<file path="src/rtl/spi_master.sv">
// SPI master: one byte per start request, MSB first, 16 SCK edges per ssn-low window.
// CPOL/CPHA sit at the same spcon bit positions the companion SPI slave uses.
module spi_master #(
    parameter int SCK_HALF = 4,
    parameter int GAP_CYC  = 4
) (
    input  logic       clk,
    input  logic       rst,
    input  logic [7:0] data_m,
    input  logic [7:0] spcon_m,
    input  logic       start,
    output logic       busy,
    output logic       data_finish_m,
    output logic [7:0] data_r_m,
    output logic       mosi,
    input  logic       miso,
    output logic       sck,
    output logic       ssn
);

    localparam logic [2:0] ST_IDLE  = 3'd0;
    localparam logic [2:0] ST_SETUP = 3'd1;
    localparam logic [2:0] ST_XFER  = 3'd2;
    localparam logic [2:0] ST_HOLD  = 3'd3;
    localparam logic [2:0] ST_GAP   = 3'd4;

    localparam logic [7:0] HALF_LAST = 8'(SCK_HALF - 1);
    localparam logic [7:0] GAP_LAST  = 8'(GAP_CYC - 1);

    logic [2:0] state;
    logic [7:0] half_cnt;
    logic [4:0] edge_cnt;
    logic [2:0] bit_idx;
    logic [7:0] tx_sr;
    logic [7:0] rx_sr;
    logic       cpol_sh;
    logic       cpha_sh;

    logic       half_done;
    logic       edge_fire;
    logic       edge_odd;
    logic       sample_edge;
    logic       drive_edge;
    logic       unused_spcon;

    assign unused_spcon = ^{spcon_m[7:3], spcon_m[0], cpol_sh};

    assign half_done = (half_cnt == HALF_LAST);
    assign edge_fire = ((state == ST_SETUP) || (state == ST_XFER)) && half_done;

    // edge_cnt counts edges already produced, so the upcoming edge is odd when it is even
    assign edge_odd    = ~edge_cnt[0];
    assign sample_edge = edge_odd ^ cpha_sh;
    assign drive_edge  = cpha_sh ? edge_odd : (~edge_odd && (edge_cnt != 5'd15));

    always_ff @(posedge clk) begin
        if (rst) begin
            state         <= ST_IDLE;
            half_cnt      <= '0;
            edge_cnt      <= '0;
            bit_idx       <= '0;
            cpol_sh       <= 1'b0;
            cpha_sh       <= 1'b0;
            ssn           <= 1'b1;
            sck           <= 1'b0;
            mosi          <= 1'b0;
            busy          <= 1'b0;
            data_finish_m <= 1'b0;
            data_r_m      <= '0;
        end else begin
            data_finish_m <= 1'b0;
            case (state)
                ST_IDLE: begin
                    sck      <= spcon_m[2];
                    half_cnt <= '0;
                    edge_cnt <= '0;
                    if (start) begin
                        state   <= ST_SETUP;
                        ssn     <= 1'b0;
                        busy    <= 1'b1;
                        cpol_sh <= spcon_m[2];
                        cpha_sh <= spcon_m[1];
                        // cpha=0 presents bit7 up front, so the first shift edge drives bit6
                        bit_idx <= spcon_m[1] ? 3'd7 : 3'd6;
                        mosi    <= spcon_m[1] ? 1'b0 : data_m[7];
                    end
                end

                ST_SETUP, ST_XFER: begin
                    if (half_done) begin
                        half_cnt <= '0;
                        sck      <= ~sck;
                        edge_cnt <= edge_cnt + 5'd1;
                        state    <= (edge_cnt == 5'd15) ? ST_HOLD : ST_XFER;
                        if (drive_edge) begin
                            mosi    <= tx_sr[bit_idx];
                            bit_idx <= bit_idx - 3'd1;
                        end
                    end else begin
                        half_cnt <= half_cnt + 8'd1;
                        if (state == ST_SETUP) begin
                            edge_cnt <= '0;
                        end
                    end
                end

                ST_HOLD: begin
                    if (half_done) begin
                        half_cnt      <= '0;
                        state         <= ST_GAP;
                        ssn           <= 1'b1;
                        mosi          <= 1'b0;
                        data_r_m      <= rx_sr;
                        data_finish_m <= 1'b1;
                    end else begin
                        half_cnt <= half_cnt + 8'd1;
                    end
                end

                ST_GAP: begin
                    if (half_cnt == GAP_LAST) begin
                        half_cnt <= '0;
                        state    <= ST_IDLE;
                        busy     <= 1'b0;
                    end else begin
                        half_cnt <= half_cnt + 8'd1;
                    end
                end

                default: begin
                    state <= ST_IDLE;
                    ssn   <= 1'b1;
                    busy  <= 1'b0;
                end
            endcase
        end
    end

    // Shift data: loaded on acceptance, miso taken on the clk edge that makes the sampling transition
    always_ff @(posedge clk) begin
        if ((state == ST_IDLE) && start) begin
            tx_sr <= data_m;
        end
        if (edge_fire && sample_edge) begin
            rx_sr <= {rx_sr[6:0], miso};
        end
    end

endmodule

</file>
<file path="config.mk">
export PLATFORM = sky130hd
export DESIGN_NAME = spi_master
export DESIGN_NICKNAME = d
export VERILOG_FILES = /design/src/rtl/spi_master.sv
export SDC_FILE = /design/constraint.sdc
export NUM_CORES = 1
export LEC_CHECK = 0
export ABC_AREA = 1
export BUFFER_PORTS_ARGS = -buffer_cell sky130_fd_sc_hd__buf_2
export CORE_MARGIN = 4
export CORE_UTILIZATION = 55
export CTS_CLUSTER_DIAMETER = 120
export DETAILED_ROUTE_END_ITERATION = 16
export GPL_ROUTABILITY_DRIVEN = 0
export PLACE_DENSITY = 0.77
export SLEW_MARGIN = 20
export SYNTH_ARGS = -nofsm -noshare
export SYNTH_HDL_FRONTEND = slang
export SYNTH_SLANG_ARGS = --single-unit
</file>
<file path="constraint.sdc">
create_clock -name clk -period 2.2 [get_ports clk]
set_clock_uncertainty 0.05 [all_clocks]
set_input_delay 0.55 -clock clk [delete_from_list [all_inputs] [get_ports clk]]
set_output_delay 0.55 -clock clk [all_outputs]
set_load 0.01 [all_outputs]
</file>
# Yosys cells after proc, flatten, opt, wreduce, memory -nomap -nowiden
# Cells that the tools add are included.
# op_classes
addsub,3
magnitude_cmp,1
eq_ne,13
muxes,33
n_bitwise,6
reduce_logical,23
# ops
operator,count
$mux W3,7
$pmux W8 S2,1
$mux W1,14
$pmux W3 S4,1
$mux W5,2
$ne A2 B2 Y1 const B,5
$pmux W5 S2,1
$pmux W1 S3,3
$add A8 B1 Y8 const B,1
$eq A8 B2 Y1 const B,1
$mux W8,1
$reduce_and A2 Y1,4
$reduce_and A4 Y1,2
$eq A3 B2 Y1 const B,2
$pmux W3 S2,1
$reduce_and A3 Y1,2
$reduce_or A3 Y1,2
$add A5 B1 Y5 const B,1
$eq A5 B4 Y1 const B,1
$ne A5 B4 Y1 const B,1
$not A1 Y1,5
$reduce_and A5 Y1,1
$logic_and A1 B1 Y1,4
$lt A3 B4 Y1 const B,1
other kinds (13),15
# word_totals
ff_bits,49
input_bits,20
output_inout_bits,13
elab_cells,92

# Longest topological paths before layout
# Gate-level depths: netlist (run 1).
# logic_depth
ltp_word,6
depth_mapped,13
ltp_nobuf,13

# Worst setup path after synthesis (run 1)
# OpenSTA, ideal clock, no wires.
# synth_path
path_kind,register to register
start,register half_cnt[0]
end,register rx_sr[0] (enable)
setup_time_ns,0.371
t_arrival_ns,1.271
t_required_ns,1.779
path_slack_ns,0.508
path_stages_with_launch,6
n_path_buf,0
period_less_slack_ns,1.692
cell_sequence,dfxtp_1 > ha_1 > nand3_1 > nor2_1 > nand2_2 > nor2_1
# synth_between
elab_chain_cells,3
# synth_rtl
element,line_no,source
from (decl),31,logic [7:0] half_cnt;
from (signal assigned),100,half_cnt <= half_cnt + 8'd1;
from (signal assigned),116,half_cnt <= half_cnt + 8'd1;
from (signal assigned),126,half_cnt <= half_cnt + 8'd1;
$eq A8 B2 Y1,48,assign half_done = (half_cnt == HALF_LAST);
$logic_and A1 B1 Y1,49,assign edge_fire = ((state == ST_SETUP) || (state == ST_XFER)) && half_done;
$logic_and A1 B1 Y1,144,if (edge_fire && sample_edge) begin
to (signal assigned),145,"rx_sr <= {rx_sr[6:0], miso};"
to (decl),35,logic [7:0] rx_sr;
# No other way between the ends.
# A chain may end at the register's enable or synchronous reset.

# Worst setup path in the final report (run 1)
# layout_path
start,register edge_cnt[0]
end,register bit_idx[1]
# layout_between
elab_chain_cells,5
# layout_rtl
element,line_no,source
from (decl),32,logic [4:0] edge_cnt;
from (signal assigned),93,edge_cnt <= edge_cnt + 5'd1;
$ne A5 B4 Y1,54,assign drive_edge = cpha_sh ? edge_odd : (~edge_odd && (edge_cnt != 5'd15));
$logic_and A1 B1 Y1,54,
$mux W1 *,54,
$ne A2 B2 Y1 (no source line) *,n/a,
$reduce_and A4 Y1 (no source line) *,n/a,
to (signal assigned),84,bit_idx <= spcon_m[1] ? 3'd7 : 3'd6;
to (signal assigned),97,bit_idx <= bit_idx - 3'd1;
to (decl),33,logic [2:0] bit_idx;
# Every way passes the cells marked *; elsewhere a longest branch is shown, timed or not.

==> results of run 1 <==
[how the worst max path moves through the flow]
| stage | end | slack [ps] | cells past startpoint |
|---|---|---|---|
| after floorplan | rx_sr[0] | 510 | 5 |
| after global placement | bit_idx[1] | 510 | 13 |
| after detailed placement | bit_idx[1] | 460 | 13 |
| after CTS | bit_idx[0] | 450 | 13 |
| after global routing | bit_idx[1] | 220 | 13 |
| final | bit_idx[1] | 440 | 13 |
[sequential cells by signal (all words and copies together) (netlist names)]
| register | count |
|---|---|
| rx_sr | 8 |
| half_cnt | 8 |
| data_r_m | 8 |
| cpha_sh | 1 |
| busy | 1 |
| edge_cnt | 5 |
| state | 3 |
| bit_idx | 3 |
| ssn | 1 |
| sck | 1 |
| mosi | 1 |
| tx_sr | 8 |
| data_finish_m | 1 |
[synthesized netlist by cell type (all sizes together)]
master / instances
a21oi: 17
and2: 1
buf: 1
clkbuf: 2
clkinv: 1
dfxtp: 33
edfxtp: 16
ha: 4
inv: 31
nand2: 76
nand3: 25
nand3b: 2
nand4: 5
nor2: 43
nor3: 1
o211ai: 1
o21a: 1
o21ai: 17
o21bai: 1
o22ai: 1
xnor2: 1
xor2: 2
[final cells by class]
cell class / instances / area [um2] / share of cell area
Sequential cell: 49 / 1140 / 0.456
Multi-Input combinational cell: 198 / 932 / 0.373
Timing Repair Buffer: 31 / 168 / 0.0670
Inverter: 32 / 120 / 0.0480
Clock buffer: 7 / 76.3 / 0.0305
Tap cell: 48 / 60.1 / 0.0240
Clock inverter: 1 / 3.75 / 0.00150
[power by group]
part / switching, W / internal [W]
clock network: 0.000276 / 0.000222
registers: 0.0000337 / 0.000983
logic: 0.000200 / 0.000116
total: 0.000509 / 0.00132
[per-stage QoR]
stage / hold slack [ps] / utilization / setup slack (ps)
CTS: 361 / 0.663 / 453
global route: 352 / 0.663 / 220
global placement: 385 / 0.642 / 513
detailed placement: 393 / 0.642 / 460
floorplan: 377 / - / 508
finish: 370 / 0.663 / 444
[kinds of logic (layout without fill, tap and decap cells)]
group                      Yosys count  in the layout  synth area share
and+or+nand+nor                    153            153             0.298
DFF                                 49             49             0.517
AOI/OAI and AO/OA                   38             38            0.0902
buffers and inverters               35             71            0.0601
adders and majority gates            4              4            0.0227
xor gates and xnor gates             3              3            0.0119
[layer usage]
layer / global-route usage / vias to the layer above / part of all wire
met2: 0.293 / 44 / 0.47
met4: 0.0960 / 0 / 0.022
li1: - / 984 / -
met5: 0 / - / 0
met3: 0.0631 / 9 / 0.056
met1: 0.252 / 835 / 0.45
==> reports/results.tsv, run 1 <==
stage	metric	value	unit
finish	final std cells w/o fill	366	
setup_path	R2R cell count	13	
floorplan	die span in x	71.3	um
floorplan	die area	5090	um2
pwr	power per cell area	732	nW/um2
sta	Slew @ Worst Pin	436	ps
global_routing	initial antenna violation count	0	
placement	DP Area	2420	um2
clock_tree	CTS sink cnt	49	
sta	worst rel slew slack	0.708	
synth	syn_nets	306	
detailed_routing	Via density	5.11	
sta	RSZ-0062 raised after global routing	false	
run_status	outcome	complete, no violations	
floorplan	Site Rows	22	
setup_path	worst reg2reg setup slack	440	ps
sta	maximum clock rate	0.570	GHz
clock_tree	CTS Hold Bufs	0	
clock_tree	Clock Latency Late Sink	300	ps
synth	flops & latches, synth	49	
detailed_routing	Final ANT Viol Nets	0	
pwr	Leak Pwr	1.12	nW
detailed_routing	DRT iter0 DRCs	86	
finish	Area Growth Syn to Fin	13.4	%
flow_run	total of max-cap violations	0	
setup_path	WP buf/inv	1	
setup_path	reg2reg end	bit_idx[1]	
placement	placed cell count	358	
finish	Filler cells	343	
setup_path	critical path class	register to register	
synth	sequential share of the synthesized area	0.517	
min_path	min-delay worst type	primary input to register	
setup_path	Critical Path AT	1900	ps
setup_path	CP Capture Type	register	
detailed_routing	per-cell routed wire length	12.0	um
setup_path	worst setup path startpoint	edge_cnt[0]	
synth	top cell type by total area after synthesis	dfxtp_1	
sta	Slew Viols, Final	0	
finish	fin area	2500	um2
setup_path	Worst path max stage delay	460	ps
detailed_routing	DRT Wirelength	4400	um
global_routing	gr usage total	0.195	
min_path	hold_sp	data_m[3]	
setup_path	peak fanout along the critical path	7	
sta	final setup TNS	0	ps
pwr	Worst VDD drop	0.667	mV
setup_path	CP top delay family	simple AND/OR/NAND/NOR gates	
placement	I/O Buffers	26	
clock_tree	Reg clk slew, reported paths	80	ps
setup_path	WP data required	2340	ps
sta	final setup fails	0	
setup_path	Crit path top cell by count	nand2_1	
placement	dpl hpwl	3210	um
setup_path	slowest CP cell	dfxtp_1	
global_routing	largest net degree at the start of global routing	15	
min_path	Hold Crit Depth	1	
synth	Synth Area per Inst	7.82	um2
finish	Antenna Cells	0	
finish	commonest non-fill, non-tap cell in the layout	nand2_1	
clock_tree	clk buf depth	2	
synth	Syn. warnings	0	
clock_tree	CTS Buf Count	5	
clock_tree	post-CTS sizing	0	
floorplan	top-level port count	33	
detailed_routing	# DRC	0	
detailed_routing	Vias	1872	
global_routing	number of global-route vias before repair	1802	
synth	synthesized instance count	282	
clock_tree	clk root buf	clkbuf_8	
setup_path	Startpoint Class	register	
setup_path	CP cell instances	ha_1 > nand2_1 > nor2_1 > ha_1 > inv_1 > nand3_1 > nand2_1 > nand2_1 > nand2_2 > nand3_2 > nand2_1 > nand2_1 > nor2_1	
sta	fin crit period	1760	ps
synth	Synth area leaders	dfxtp_1 30%, edfxtp_1 22%, nand2_1 12%, nor2_1 7.0%, nand3_1 5.4%	
min_path	Worst Hold End	tx_sr[3]	
finish	Final nets	341	
clock_tree	CTS tree	yes	
setup_path	launch point of the worst reg-to-reg path	edge_cnt[0]	
finish	commonest non-fill, non-tap cells in the layout	71 x nand2_1, 41 x nor2_1, 33 x dfxtp_1	
sta	final worst path period share	0.798	
detailed_routing	First-pass DRT Iterations	4	
floorplan	core area	3770	um2
floorplan	die height	71.3	um
finish	share of layout cells above drive strength 1	0.145	
floorplan	Initial Util	0.585	
global_routing	gr ovfl total	0	
pwr	total power	0.00183	W
clock_tree	Max H-tree Level	2	
global_routing	global-route wire length before repair	7850	um
synth	synth unique cells	28	
synth	Mapped Area	2210	um2
clock_tree	Setup Fix Bufs, Post-CTS	0	
sta	Final Hold Viols	0	
synth	post-synth top area share	0.299	
Power figures use the tool's default switching activity.
==> inputs of run 2 (changes only) <==
--- a/config.mk
+++ b/config.mk
@@ -8,11 +8,11 @@
 export ABC_AREA = 1
 export BUFFER_PORTS_ARGS = -buffer_cell sky130_fd_sc_hd__buf_2
 export CORE_MARGIN = 4
-export CORE_UTILIZATION = 55
+export CORE_UTILIZATION = 50
 export CTS_CLUSTER_DIAMETER = 120
 export DETAILED_ROUTE_END_ITERATION = 16
 export GPL_ROUTABILITY_DRIVEN = 0
-export PLACE_DENSITY = 0.77
+export PLACE_DENSITY = 0.74
 export SLEW_MARGIN = 20
 export SYNTH_ARGS = -nofsm -noshare
 export SYNTH_HDL_FRONTEND = slang
==> constraint.sdc (replaced) <==
create_clock -name clk -period 1.5 [get_ports clk]
set_clock_uncertainty 0.05 [all_clocks]
set_input_delay 0.375 -clock clk [delete_from_list [all_inputs] [get_ports clk]]
set_output_delay 0.375 -clock clk [all_outputs]
set_load 0.01 [all_outputs]
==> run 2 against run 1 <==
Compared with the run above:
- sequential power is 46% higher
- via count grew 4.4%
- count of clock-buffer cells in the layout decreased by 2
- sequential share of layout area fell by 4.5 points
- global-route usage fell by 0.96 points
- register-to-register slack got worse by 430 ps
- largest power group unchanged
==> reports/results.tsv, run 2 (synthesis results as in run 1) <==
stage	metric	value	unit
run_status	outcome	complete, no violations	
placement	I/O Buffers	26	
placement	placed cell count	376	
clock_tree	clk buf depth	2	
finish	final std cells w/o fill	387	
clock_tree	CTS Buf Count	5	
min_path	min-delay worst type	primary input to register	
setup_path	critical path class	register to register	
pwr	total power	0.00286	W
detailed_routing	Final ANT Viol Nets	0	
detailed_routing	Via density	5.05	
sta	Final Hold Viols	0	
finish	fin area	2790	um2
setup_path	Critical Path AT	1690	ps
finish	Area Growth Syn to Fin	26.5	%
clock_tree	CTS sink cnt	49	
global_routing	gr ovfl total	0	
clock_tree	clk root buf	clkbuf_8	
floorplan	die height	74.4	um
global_routing	global-route wire length before repair	7990	um
setup_path	CP Capture Type	register	
setup_path	Startpoint Class	register	
sta	final setup fails	0	
pwr	power per cell area	1020	nW/um2
finish	share of layout cells above drive strength 1	0.282	
floorplan	Site Rows	23	
sta	maximum clock rate	0.671	GHz
sta	Slew @ Worst Pin	275	ps
placement	DP Area	2550	um2
detailed_routing	First-pass DRT Iterations	4	
pwr	Internal	0.00201	W
finish	Final nets	360	
clock_tree	CTS Hold Bufs	0	
finish	Filler cells	348	
finish	commonest non-fill, non-tap cells in the layout	67 x nand2_1, 33 x nor2_1, 28 x dfxtp_1	
detailed_routing	# DRC	0	
clock_tree	Max H-tree Level	2	
global_routing	largest net degree at the start of global routing	20	
setup_path	peak fanout along the critical path	4	
floorplan	die span in x	74.4	um
global_routing	initial antenna violation count	0	
floorplan	top-level port count	33	
sta	Slew Viols, Final	0	
pwr	Leak Pwr	1.25	nW
detailed_routing	per-cell routed wire length	12.3	um
setup_path	WP data required	1700	ps
sta	fin crit period	1490	ps
pwr	Logic pwr share	0.187	
placement	dpl hpwl	3420	um
floorplan	die area	5540	um2
global_routing	number of global-route vias before repair	1878	
detailed_routing	DRT iter0 DRCs	100	
pwr	clock power share	0.291	
pwr	Worst VDD drop	0.710	mV
sta	worst rel slew slack	0.816	
clock_tree	Clock Latency Late Sink	310	ps
pwr	NetSw	0.000848	W
finish	Antenna Cells	0	
flow_run	total of max-cap violations	0	
global_routing	gr usage total	0.185	
finish	commonest non-fill, non-tap cell in the layout	nand2_1	
detailed_routing	DRT Wirelength	4770	um
sta	RSZ-0062 raised after global routing	true	
sta	final worst path period share	0.993	
detailed_routing	Vias	1954	
floorplan	Initial Util	0.532	
clock_tree	CTS tree	yes	
clock_tree	Reg clk slew, reported paths	100	ps
pwr	Seq pwr share	0.522	
pwr	Sw Ratio	0.297	
sta	final setup TNS	0	ps
floorplan	core area	4140	um2
-- run 2: cell count changes in the layout (fill, tap and decap cells not counted), sizes merged --
cell / change
clkbuf: -2
buf: +19
inv: +2
-- run 2: through the flow --
| step | setup WS (ps) | util | hold slack [ps] |
|---|---|---|---|
| floorplan | 2.50 | - | 377 |
| global placement | -78.8 | 0.617 | 382 |
| detailed placement | -94.9 | 0.617 | 394 |
| CTS | -29.6 | 0.656 | 174 |
| global route | -95.4 | 0.673 | 165 |
| finish | 10.6 | 0.673 | 185 |
-- run 2: power groups by stage --
stage               combinational, W  clock, W  sequential [W]
CTS                         0.000519  0.000864         0.00149
finish                      0.000534  0.000830         0.00149
floorplan                   0.000335         0         0.00152
global placement            0.000501         0         0.00151
detailed placement          0.000513         0         0.00152
global route                0.000610  0.000921         0.00150
-- run 2: worst paths after layout --
path	startpoint	end	slack [ps]	cells after the start
worst min-delay path	miso	rx_sr[0]	180	1
worst max-delay path	edge_cnt[0]	bit_idx[0]	10	13
worst min register to register	rx_sr[6]	rx_sr[7]	420	0
worst max register to register	edge_cnt[0]	bit_idx[0]	10	13
-- run 2: layout make-up --
class / instances / area, um2 / area share
clock buffers: 5 / 68.8 / 0.0247
clock inverters: 3 / 28.8 / 0.0103
inverters: 32 / 123 / 0.0439
multi-input cells: 198 / 1040 / 0.374
flip-flops and latches: 49 / 1150 / 0.411
well taps: 50 / 62.6 / 0.0224
repair buffers: 50 / 318 / 0.114
-- run 2: worst max-delay path: stages (launching register included) --
cell and delay (ps):
dfxtp_2 340, ha_4 160, nand2_4 60, nor2_2 40, ha_2 160, inv_2 60, nand3_2 70, nand2_2 70
nand2_2 50, nand2_2 80, nand3_2 100, nand2_1 70, nand2_1 50, nor2_1 90
-- run 2: repair_timing --
action / CTS / global route
pin swaps: 14 / 14
setup buffers: 2 / 1
setup endpoints to repair: 23 / 32
resized for setup: 15 / 21
-- run 2: metal layers --
layer	part of all wire	GRT usage	routed length (um)	up-vias
li1	-	-	-	1027
met1	0.45	0.225	2130	892
met2	0.51	0.321	2440	31
met3	0.032	0.0432	154	4
met4	0.0084	0.0652	40	0
met5	0	0	0	-
